[config.mk]
export PLATFORM = sky130hd
export DESIGN_NAME = ready_valid_burst_receiver
export DESIGN_NICKNAME = d
export VERILOG_FILES = /design/src/rtl/ready_valid_burst_receiver.sv
export SDC_FILE = /design/constraint.sdc
export NUM_CORES = 1
export LEC_CHECK = 0
export ABC_CLOCK_PERIOD_IN_PS = 4500
export CORE_MARGIN = 1
export CORE_UTILIZATION = 51
export DETAILED_ROUTE_END_ITERATION = 8
export PLACE_DENSITY_LB_ADDON = 0.1
export SLEW_MARGIN = 20
export SYNTH_ARGS = -nofsm -noshare
export SYNTH_HDL_FRONTEND = slang
export SYNTH_SLANG_ARGS = --single-unit
[constraint.sdc]
create_clock -name clk -period 4.5 [get_ports clk]
set_input_delay 0.45 -clock clk [delete_from_list [all_inputs] [get_ports clk]]
set_output_delay 0.45 -clock clk [all_outputs]
set_load 0.02 [all_outputs]
[src/rtl/ready_valid_burst_receiver.sv]
// rtl/ready_valid_burst_receiver.sv - armed MAX_VAL+1 beat receiver with 2-entry output buffer
// Optional BURST_SEQ_CHECK_EN adds a sticky in_data vs beat-index mismatch flag on seq_err.
module ready_valid_burst_receiver #(
  parameter int WIDTH   = 2,
  parameter int MAX_VAL = 3
) (
  input  logic             clk,
  input  logic             rst_n,
  input  logic             go,
  input  logic             in_valid,
  input  logic [WIDTH-1:0] in_data,
  output logic             in_ready,
  output logic             out_valid,
  output logic [WIDTH-1:0] out_data,
  input  logic             out_ready,
  output logic             busy,
  output logic             done,
  output logic [WIDTH-1:0] beat_count,
  output logic             seq_err
);

  typedef enum logic [1:0] {S_IDLE, S_RECV, S_DRAIN, S_DONE} state_t;

  localparam logic [WIDTH-1:0] LAST_BEAT = WIDTH'(MAX_VAL);

  state_t           state_q, state_d;
  logic [WIDTH-1:0] mem_q [2];
  logic             wr_ptr_q, rd_ptr_q;
  logic [1:0]       count_q;
  logic [WIDTH-1:0] beat_count_q;
  logic             push, pop;

  // in_ready looks only at registered occupancy, so a same-cycle pop never frees a slot
  assign in_ready   = (state_q == S_RECV) && (count_q != 2'd2);
  assign out_valid  = (count_q != 2'd0);
  assign out_data   = mem_q[rd_ptr_q];
  assign push       = in_valid && in_ready;
  assign pop        = out_valid && out_ready;
  assign busy       = (state_q == S_RECV) || (state_q == S_DRAIN);
  assign done       = (state_q == S_DONE);
  assign beat_count = beat_count_q;

  always_comb begin
    state_d = state_q;
    case (state_q)
      S_IDLE:  if (go) state_d = S_RECV;
      S_RECV:  if (push && (beat_count_q == LAST_BEAT)) state_d = S_DRAIN;
      // leave DRAIN as soon as this cycle's pop empties the buffer
      S_DRAIN: if ((count_q == 2'd0) || ((count_q == 2'd1) && pop)) state_d = S_DONE;
      S_DONE:  state_d = S_IDLE;
      default: state_d = S_IDLE;
    endcase
  end

  always_ff @(posedge clk) begin
    if (!rst_n) begin
      state_q      <= S_IDLE;
      mem_q[0]     <= '0;
      mem_q[1]     <= '0;
      wr_ptr_q     <= 1'b0;
      rd_ptr_q     <= 1'b0;
      count_q      <= 2'd0;
      beat_count_q <= '0;
    end else begin
      state_q <= state_d;
      if (push) begin
        mem_q[wr_ptr_q] <= in_data;
        wr_ptr_q        <= ~wr_ptr_q;
      end
      if (pop) rd_ptr_q <= ~rd_ptr_q;
      count_q <= count_q + {1'b0, push} - {1'b0, pop};
      if ((state_q == S_IDLE) && go) beat_count_q <= '0;
      else if (push)                 beat_count_q <= beat_count_q + 1'b1;
    end
  end

`ifdef BURST_SEQ_CHECK_EN
  logic seq_err_q;

  always_ff @(posedge clk) begin
    if (!rst_n) begin
      seq_err_q <= 1'b0;
    end else if ((state_q == S_IDLE) && go) begin
      seq_err_q <= 1'b0;
    end else if (push && (in_data != beat_count_q)) begin
      seq_err_q <= 1'b1;
    end
  end

  assign seq_err = seq_err_q;
`else
  assign seq_err = 1'b0;
`endif

endmodule

# Yosys cells after proc, flatten, opt, wreduce, memory -nomap -nowiden
# Memories as Yosys holds them, arrays and structs flattened. A register that Yosys moved wholly into a read port is not among the register bits.
# Index checks and enable logic that the tools add are counted.
# Widths: inputs -> output; s select.
[totals]
register_bits = 8
ram_bits = 4
inputBits = 7
output_inout_bits = 9
elab_cells = 48
mem_count = 1
[memory_table]
columns = ["memory", "depth", "word_bits", "rd", "rd_clocked_by_memory_dff", "write_ports", "line", "source"]
rows = [
  ["mem_q", 2, 2, 1, 1, 2, "27", "logic [WIDTH-1:0] mem_q [2];"],
]
[op_classes]
n_addsub = 3
eq_ne = 9
muxes = 13
n_bitwise = 3
reduce_logical = 14
[op_table]
columns = ["op", "count"]
rows = [
  ["$mux 1", 8],
  ["$mux 2", 4],
  ["$pmux 2 s4", 1],
  ["$eq 2x2->1 const B", 3],
  ["$logic_and 1x1->1", 6],
  ["$eq 2x1->1 const B", 2],
  ["$logic_not 2->1", 2],
  ["$ne 2x1->1 const B", 2],
  ["$ne 2x2->1 const B", 2],
  ["$reduce_or 2->1", 2],
  ["$not 1->1", 3],
  ["$reduce_and 3->1", 1],
  ["$add 2x1->2", 1],
  ["$add 2x1->2 const B", 1],
  ["$logic_or 1x1->1", 2],
  ["$reduce_bool 2->1", 1],
  ["$sub 2x1->2", 1],
]

# Longest topological paths before layout
# Gate-level depths: netlist of run 1.
[logic_depth]
ltp_word = 8
ltp_mapped = 11

# Worst setup path before layout of run 1
# No wires, ideal clock.
[synth_timing]
path_type = "register to register"
startpoint = "register state_q[1]"
endpoint = "register count_q[1]"
setup_ns = 0.115
arrival_ns = 1.693
slack_ns = 2.692
stages_incl_launch_ff = 12
n_path_buf = 1
path_cell_list = "dfxtp_1 > inv_1 > ha_1 > and3_1 > buf_6 > inv_2 > ha_1 > inv_1 > ha_1 > xnor2_1 > xnor2_1 > and2_1"
[synth_via]
elab_chain_cells = 5
[synth_lines]
columns = ["element", "line", "source"]
rows = [
  ["from (decl)", "26", "state_t state_q, state_d;"],
  ["from (signal assigned)", "65", "state_q <= state_d;"],
  ["$eq 2x1->1", "34", "assign in_ready = (state_q == S_RECV) && (count_q != 2'd2);"],
  ["$logic_and 1x1->1", "34", ""],
  ["$logic_and 1x1->1", "37", "assign push = in_valid && in_ready;"],
  ["$add 2x1->2", "71", "count_q <= count_q + {1'b0, push} - {1'b0, pop};"],
  ["$sub 2x1->2", "71", ""],
  ["to (signal assigned)", "71", ""],
  ["to (decl)", "29", "logic [1:0] count_q;"],
]
# No other way between the ends.
# A chain may end at the register's enable or synchronous reset.

# Worst setup path after layout of run 1
[layout_timing]
startpoint = "register state_q[1]"
endpoint = "output port in_ready"
[layout_via]
elab_chain_cells = 2
[layout_lines]
columns = ["element", "line", "source"]
rows = [
  ["$eq 2x1->1", "34", ""],
  ["$logic_and 1x1->1", "34", ""],
  ["to (decl)", "12", "output logic in_ready,"],
]
# No other way between the ends.

==> flow_summary.toml, run 1 <==
[status]
outcome = "complete, no violations"

[synthesis]
yosysMostFrequentCell = "dfxtp_1"
ys_ff_latch = 13
synth.avg_cell_area_um2 = 10.1
synth_top_flop_cell = "dfxtp_1"
mappedNetlistArea_um2 = 706
synth_area_leaders = "dfxtp_1 (26%), edfxtp_1 (17%), ha_1 (12%)"
synth_top_area_share = 0.255
synth_cells = 70
syn-num-nets = 84
synth_cell_type_count = 25
synth_edf_count = 4
async_flop_share = 0
yosysSeqAreaShare = 0.426
synth_warnings = 0
netlist_top_cells_count = "dfxtp_1 (9), ha_1 (7), and2_1 (6)"
yosysTopAreaCell = "dfxtp_1"

[grt]
grtUsageTotal = 0.184
grt_start_max_net_pins = 15
grt_pass1_wl_um = 1830
antenna_found_initial = 0
overflow = 0
grt_pass1_vias = 481

[die]
die_width_um = 39.2
die-area_um2 = 1540
core_area_um2 = 1300
die_h_um = 39.2
initial_core_util = 0.542
fp-row-count = 13
ioPinCount = 16

[timing]
setup_slack_ns = 2.41
skew_ns = 0.00787
maxSlewViolCount = 0
fmax_mhz = 479
setup_violations = 0
finalCritPeriodShare = 0.463
setup_tns_ns = 0
whs_ns = 0.506
rsz0062_at_grt = "no"
period_needed_ns = 2.09
finalHoldViolations = 0

[clock_tree]
numClockSinks = 13
cts-resized-gates = 0
clkLatencyLatePin_ns = 0.28
cts_tree = "done"
cts.path.max_buffers = 2
cts_root_buf = "clkbuf_4"
cts_buffers = 3
clk_pin_slew_worst_paths_ns = 0.09
cts_hold_buf = 0
cts_max_level = 1
post-cts-setup-buffers = 0

[placed_design]
numPortBuffers = 14
globalplace.congestion = 0.645
post-place-ws_ns = 2.11
dp.final_hpwl_um = 874
dp.cells = 96

[worst_setup_path]
worstPathRequired_ns = 4.05
critPathMaxStageDelay_ns = 0.53
worstSetupPathType = "reg2out"
crit_chain = "inv_1 > ha_1 > and2_2 > clkdlybuf4s50_1"
reg2reg_depth = 10
startpoint_type = "register"
cp.arrival_ns = 1.64
crit_slowest_cell = "clkdlybuf4s50_1"
end_kind = "output pin"
path_max_fanout = 4

[final_layout]
antenna_cells = 0
areaGrowthSynthToFinish_pct = 23.2
utilization = 0.668
drive_gt1_frac = 0.0941
fin_cells = 100
nNetsFinal = 100
fillers = 132

[power]
clkPwrFrac = 0.148
comb_power_share = 0.500
pwr_density_cell_nw_per_um2 = 575
peakVddDrop_mv = 0.309
power_switching_share = 0.370
p_sw_mw = 0.185
p_leak_nw = 0.376
p_seq_frac = 0.353
internal-power_mw = 0.315

[detailed_routing]
firstDrtPassIters = 2
drt-total-wl_um = 1100
via_per_inst = 4.92
final_antenna_net_count = 0
post-route-drc-count = 0
wl_per_cell_um = 11.0
num_vias = 492
drtIter0Drc = 6

[worst_hold_path]
hp-class = "reg2reg"
hold_depth = 2

[flow_run]
cap_viol_max_count = 0
## cells by family after synthesis
kind of cell | share of synthesized area
flops | 0.426
xor+xnor | 0.0621
buf+inv | 0.0638
other cells | 0.00531
simple gates | 0.211
compound gates | 0.0479
mux | 0.0603
fa+ha+maj | 0.124
## final timing paths
check                           startpoint    endpoint  slack (ns)
worst max-delay path            state_q[1]    in_ready        2.41
worst min-delay path            state_q[1]  state_q[1]        0.51
worst max register to register  state_q[1]  count_q[1]        2.47
worst min register to register  state_q[1]  state_q[1]        0.51
## critical path, delay by kind of cell (launching register included)
| family | cells | cell delay (ns) |
|---|---|---|
| adders and majority gates | 1 | 0.20 |
| buffers and inverters | 2 | 0.61 |
| and+or+nand+nor | 1 | 0.17 |
| DFF | 1 | 0.38 |
## placed cells by master (no fill, tap or decap), types with 2 or more instances in the layout
master | synthesis | layout
nand2_1 | 5 | 5
inv_1 | 5 | 5
nor2_1 | 3 | 3
ha_1 | 7 | 7
mux2_2 | 2 | 2
and4_1 | 2 | 2
clkdlybuf4s50_1 | 0 | 14
dfxtp_1 | 9 | 9
xnor2_1 | 5 | 5
clkbuf_4 | 0 | 3
and2_1 | 6 | 6
o21ai_1 | 2 | 2
and3_1 | 3 | 3
edfxtp_1 | 4 | 4
nand2b_1 | 2 | 2
nor2b_1 | 3 | 3
mux2i_1 | 2 | 2
## sequential cells by signal, summed over array words and instances, names as in the netlist, named ones only
register / cells
beat_count: 2
mem_q: 4
wr_ptr_q: 1
state_q: 2
rd_ptr_q: 1
count_q: 2
## per-layer routing
metal / GRT usage / share of wire / vias to the layer above
met2: 0.342 / 0.55 / 9
met4: 0.103 / 0.011 / 0
met3: 0.0578 / 0.038 / 2
met1: 0.173 / 0.40 / 221
met5: 0 / 0 / -
li1: - / - / 260
## through the flow
step / total power, mW / cell area (um2)
after floorplan: 0.356 / 706
after global placement: 0.426 / 842
after detailed placement: 0.432 / 842
after CTS: 0.508 / 870
after global routing: 0.538 / 870
final: 0.500 / 870
## power by group through the flow
stage | Combinational, mW | Clock, mW | Sequential, mW
CTS | 0.254 | 0.0774 | 0.177
detailed placement | 0.252 | 0 | 0.180
finish | 0.250 | 0.0738 | 0.176
global route | 0.276 | 0.0793 | 0.183
floorplan | 0.181 | 0 | 0.175
global placement | 0.247 | 0 | 0.179
## area by class of cell
class / instances / area, um2 / share of cell area
inverters: 6 / 22.5 / 0.0259
well taps: 15 / 18.8 / 0.0216
flip-flops and latches: 13 / 300 / 0.345
multi-input cells: 48 / 360 / 0.414
clock inverters: 1 / 5.00 / 0.00576
clock buffers: 3 / 22.5 / 0.0259
repair buffers: 14 / 140 / 0.161
No activity file was read; power rests on OpenSTA's default activity.
==> run 2: changes to the inputs <==
- ABC_CLOCK_PERIOD_IN_PS: 4500 -> 1850
- CORE_UTILIZATION: 51 -> 43
- clock period: 4.5 -> 1.85 ns (I/O delays scaled with it)
==> run 2 against run 1 <==
Sequential share of layout area is 2.5 points lower. Non-clock buffer count is 5 higher. Final area is 8.3% higher. Flip-flop and latch count stayed put. Routed wire length is 4.5% higher. Critical path type is now reg2reg.
==> flow_summary.toml, run 2 (synthesis gave the netlist of run 1 again) <==
[status]
outcome = "complete, no violations"

[placed_design]
dp.final_hpwl_um = 906
post-place-ws_ns = -0.0583
globalplace.congestion = 0.656
numPortBuffers = 14

[power]
comb_power_share = 0.536
pwr_density_cell_nw_per_um2 = 1380
p_sw_mw = 0.471
peakVddDrop_mv = 0.885
clkPwrFrac = 0.132
p_seq_frac = 0.333
power_switching_share = 0.361
internal-power_mw = 0.831
total_power_mw = 1.30
p_leak_nw = 0.406

[clock_tree]
numClockSinks = 13
clk_pin_slew_worst_paths_ns = 0.08
clkLatencyLatePin_ns = 0.27
cts_buffers = 3
cts_root_buf = "clkbuf_4"
cts_tree = "done"
cts.path.max_buffers = 2
post-cts-setup-buffers = 0
cts_max_level = 1

[worst_setup_path]
path_max_fanout = 3
end_kind = "register"
worstSetupPathType = "reg2reg"
cp.arrival_ns = 1.92
startpoint_type = "register"
worstPathRequired_ns = 2.01

[grt]
overflow = 0
grt_start_max_net_pins = 9
grt_pass1_wl_um = 1970
antenna_found_initial = 0
grt_pass1_vias = 511
grtUsageTotal = 0.147

[final_layout]
fillers = 142
layout_commonest_cell = "clkdlybuf4s50_1"
regMostFlops = "mem_q"
nNetsFinal = 105
areaGrowthSynthToFinish_pct = 33.5
largest_register_ff_count = 4
multi_input_area_um2 = 395
seqCellArea_um2 = 302
layout_common_cells = "clkdlybuf4s50_1 (13), dfxtp_1 (8), ha_1 (6)"
antenna_cells = 0
drive_gt1_frac = 0.211

[die]
die_h_um = 42.5
initial_core_util = 0.463
fp-row-count = 14
die-area_um2 = 1810
core_area_um2 = 1520
die_width_um = 42.5
ioPinCount = 16

[timing]
finalHoldViolations = 0
setup_violations = 0
maxSlewViolCount = 0
setup_slack_ns = 0.0891
fmax_mhz = 568
finalCritPeriodShare = 0.952
skew_ns = 0.00850
period_needed_ns = 1.76

[detailed_routing]
via_per_inst = 4.92
num_vias = 522
drtIter0Drc = 6
wl_per_cell_um = 10.8
drt-total-wl_um = 1150
final_antenna_net_count = 0
firstDrtPassIters = 4
post-route-drc-count = 0

[worst_hold_path]
hp-class = "reg2reg"

[flow_run]
cap_viol_max_count = 0
-- run 2: cell count changes in the layout (fill, tap and decap cells not counted), sizes merged --
cell,previous run,this run
clkinv,1,0
clkdlybuf4s50,14,13
dlygate4sd2,0,1
clkbuf,3,4
buf,0,5
-- run 2: final cells by class --
cell class / instances / share of cell area
clock buffer: 4 / 0.0279
inverter: 6 / 0.0239
multi-input combinational: 48 / 0.420
sequential: 13 / 0.320
tap: 16 / 0.0212
timing repair buffer: 19 / 0.187
-- run 2: power by group through the flow --
| stage | sequential [mW] | clock [mW] | combinational [mW] |
|---|---|---|---|
| finish | 0.433 | 0.171 | 0.698 |
| global route | 0.442 | 0.191 | 0.777 |
| CTS | 0.419 | 0.180 | 0.661 |
| detailed placement | 0.425 | 0 | 0.671 |
| global placement | 0.423 | 0 | 0.664 |
| floorplan | 0.427 | 0 | 0.440 |
-- run 2: final timing paths --
kind                               startpoint       endpoint  slack [ns]  depth (start not counted)
worst max-delay path               state_q[0]     count_q[1]        0.09                          9
worst min-delay path            beat_count[1]  beat_count[1]        0.53                          2
worst max register to register     state_q[0]     count_q[1]        0.09                          9
worst min register to register  beat_count[1]  beat_count[1]        0.53                          2
-- run 2: worst max-delay path, stage by stage (launching register included) --
cell and delay [ns]:
dfxtp_1 0.38, ha_4 0.16, and3_4 0.17, inv_2 0.04, ha_1 0.26, inv_1 0.04, ha_1 0.20, xnor2_2 0.14
xnor2_1 0.12, and2_1 0.15
-- run 2: stage by stage --
| stage | TNS, ns | std cells | hold WS [ns] | area (um2) | utilization |
|---|---|---|---|---|---|
| finish | 0 | 106 | 0.529 | 942 | 0.618 |
| global route | -0.00362 | 106 | 0.583 | 942 | 0.618 |
| CTS | 0 | 106 | 0.538 | 906 | 0.594 |
| detailed placement | -0.0583 | 102 | 0.515 | 881 | 0.578 |
| global placement | -0.0268 | 102 | 0.505 | 881 | 0.578 |
| floorplan | 0 | 70 | 0.336 | 706 | - |
-- run 2: repair_timing --
action                     4_1_cts  5_1_grt
resized for setup                1        8
setup endpoints to repair        1        1
hold buffers                     0        0
cloned                           0        0
-- run 2: per-layer routing --
layer | track usage | share of wire | wire [um]
met1 | 0.153 | 0.43 | 488
met2 | 0.255 | 0.52 | 601
met3 | 0.0431 | 0.043 | 49
met4 | 0.0938 | 0.0061 | 7
met5 | 0 | 0 | 0
==> edit: new RTL, settings of run 2 <==
Change the parameter `WIDTH` from 2 to 4.
--- a/src/rtl/ready_valid_burst_receiver.sv
+++ b/src/rtl/ready_valid_burst_receiver.sv
@@ -1,7 +1,7 @@
 // rtl/ready_valid_burst_receiver.sv - armed MAX_VAL+1 beat receiver with 2-entry output buffer
 // Optional BURST_SEQ_CHECK_EN adds a sticky in_data vs beat-index mismatch flag on seq_err.
 module ready_valid_burst_receiver #(
-  parameter int WIDTH   = 2,
+  parameter int WIDTH   = 4,
   parameter int MAX_VAL = 3
 ) (
   input  logic             clk,
Ports: changed (resized beat_count, in_data and out_data); port bits go from 16 to 22. No check against the original RTL was run, so the function may have changed too.
==> edit against run 2 <==
- power up 22%
- setup slack worse by 0.044 ns
- core utilization up 1.5 points
- count of clock-buffer cells in the layout unchanged
- sequential power up 40%
- wire length up 39%
- synthesized area up 39%
- clock skew down 0.0027 ns
- combinational power up 13%
- design area up 39%
- sequential cell count up 6
==> edit: results (changes against run 2) <==
Power
The maximum ir drop on the vdd rail is 0.900 mV (+1.7%). The leakage component of the power is 0.558 nW (+37%). The power per standard cell area is 1220 mW/mm^2 (-12%).

Worst setup path
The maximum net fanout on the critical path is 4 (+1). In this run the worst setup path begins at count_q[1]. The arrival time of the worst setup path is 1.99 ns (+0.07 ns).

Yosys
The share of flip-flops with an asynchronous set or reset is 0% (unchanged). The number of enable flip-flop cells after synthesis is 8 (+4). The post-synthesis net count is 109 (+30%). The distinct cell type count of the synthesized netlist is 33 (+32%).

Counting instances in the post-synthesis netlist gives the leading cell types as 11 x dfxtp_1, 10 x inv_1, 8 x and2_1, 8 x edfxtp_1. The sequential cell area fraction in the yosys report is 46.9% (+4.4 points). In the post-synthesis netlist, the biggest area contributors are edfxtp_1 24%, dfxtp_1 22%, ha_1 8.9%.

Cells and area
The count of nets after finishing is 140 (+33%). The share of post-route cells with drive strength above 1 is 24.4% (+3.3 points). The register with the highest flop count is mem_q. The flip-flop count of the largest register after layout is 8 (+4). The number of inserted diodes is 0 (unchanged). The fill cell total of the finished layout is 181 (+27%).

Detailed routing
The first-iteration detailed-routing DRC count is 1 (-5). The mean routed wirelength per cell is 10.6 um (-1.5%). The via count was 706 (+35%). The first-pass iteration count of the detailed router is 3 (-1).

Global routing
The via count of the first global-routing pass came to 694 (+36%). The initial antenna violation count came to 0 (unchanged). The wire length of the first global-routing pass is 2.84 mm (+44%). The maximum number of pins on one net before global-route repair is 11 (+2). The total global routing track utilization came to 15.2% (+0.49 points).

Timing
The worst-case clock skew is 0.00584 ns (-0.00266 ns). The final number of max-transition violations is 0 (unchanged).

Clock network
The clock latency reported for the late side of the worst-skew pair is 0.29 ns (+0.02 ns). The root buffer selected by CTS is clkbuf_4. The number of buffers added by the clock tree synthesis step is 3 (unchanged). The clock transition at the register clock pins on the worst setup and hold paths after CTS is 0.10 ns (+0.02 ns).

Placed design
The last weighted congestion value of the routability-driven placer was 0.802 (+22%). The number of port buffers is 20 (+6). The half-perimeter wire length after detailed placement is 1.26 mm (+39%).

Min path
The worst hold path begins at beat_count[1]. The min-delay analysis places its worst path in the category reg -> reg.

Outcome
The run finished with clean final reports.
edit: cell types whose count changed in the layout (fill, tap and decap cells not counted), sizes merged, moves of 3 or more:
| cell | change |
|---|---|
| nor2 | +4 |
| clkdlybuf4s50 | +5 |
| edfxtp | +4 |
| buf | +3 |
| inv | +5 |
edit: per-layer routing:
metal  track usage, %  routed length, um  vias up
met5                0                  0        -
met4             2.86                 15        0
met3             5.56                 69        2
met2             27.5                747       15
met1             17.0                764      324
li1                 -                  -      365
edit: cell type report:
type	count	area share, %
tap	27	2.59
inverter	11	3.36
multi-input combinational	61	36.6
sequential	19	35.7
clock buffer	4	2.01
timing repair buffer	28	19.8
edit: power by group:
part           total, mW  switching [mW]  internal, mW
sequential         0.607          0.0731         0.534
combinational      0.788           0.370         0.418
clock              0.196           0.113        0.0837
total               1.59           0.556          1.04
edit: final timing paths:
| check | slack, ns | cells after the start | to |
|---|---|---|---|
| max reg2reg | 0.05 | 8 | count_q[1] |
| max | 0.05 | 8 | count_q[1] |
| min | 0.51 | 2 | beat_count[1] |
| min reg2reg | 0.51 | 2 | beat_count[1] |
edit: kinds of logic after synthesis:
group | synth area share (%)
other | 0.382
buffers and inverters | 5.61
AOI/OAI and AO/OA | 5.61
muxes | 5.61
and+or+nand+nor | 20.7
adders and majority gates | 8.93
DFF | 46.9
xor gates and xnor gates | 6.25
edit: stage by stage:
stage	area (sq um)	power, mW	hold WS (ns)	worst slack, ns	instances
4_1_cts	1290	1.59	0.508	0.00327	149
3_5_place_dp	1260	1.39	0.494	-0.125	145
3_3_place_gp	1260	1.38	0.482	-0.0711	145
5_1_grt	1310	1.71	0.532	-0.00846	150
6_report	1310	1.59	0.511	0.0454	150
2_1_floorplan	981	1.11	0.383	0.0226	93
edit: critical path: stages (launching register included):
cell     delay [ns]
dfxtp_2        0.35
or2_2          0.31
and2_4         0.17
ha_1           0.26
inv_1          0.04
ha_2           0.17
xnor2_2        0.13
xnor2_1        0.12
and2_1         0.15
edit: what timing repair did:
item,4_1_cts,5_1_grt
pin swaps,0,0
cloned,0,0
buffers inserted,0,1
gates resized for setup,4,6
endpoints found under the setup margin,3,4
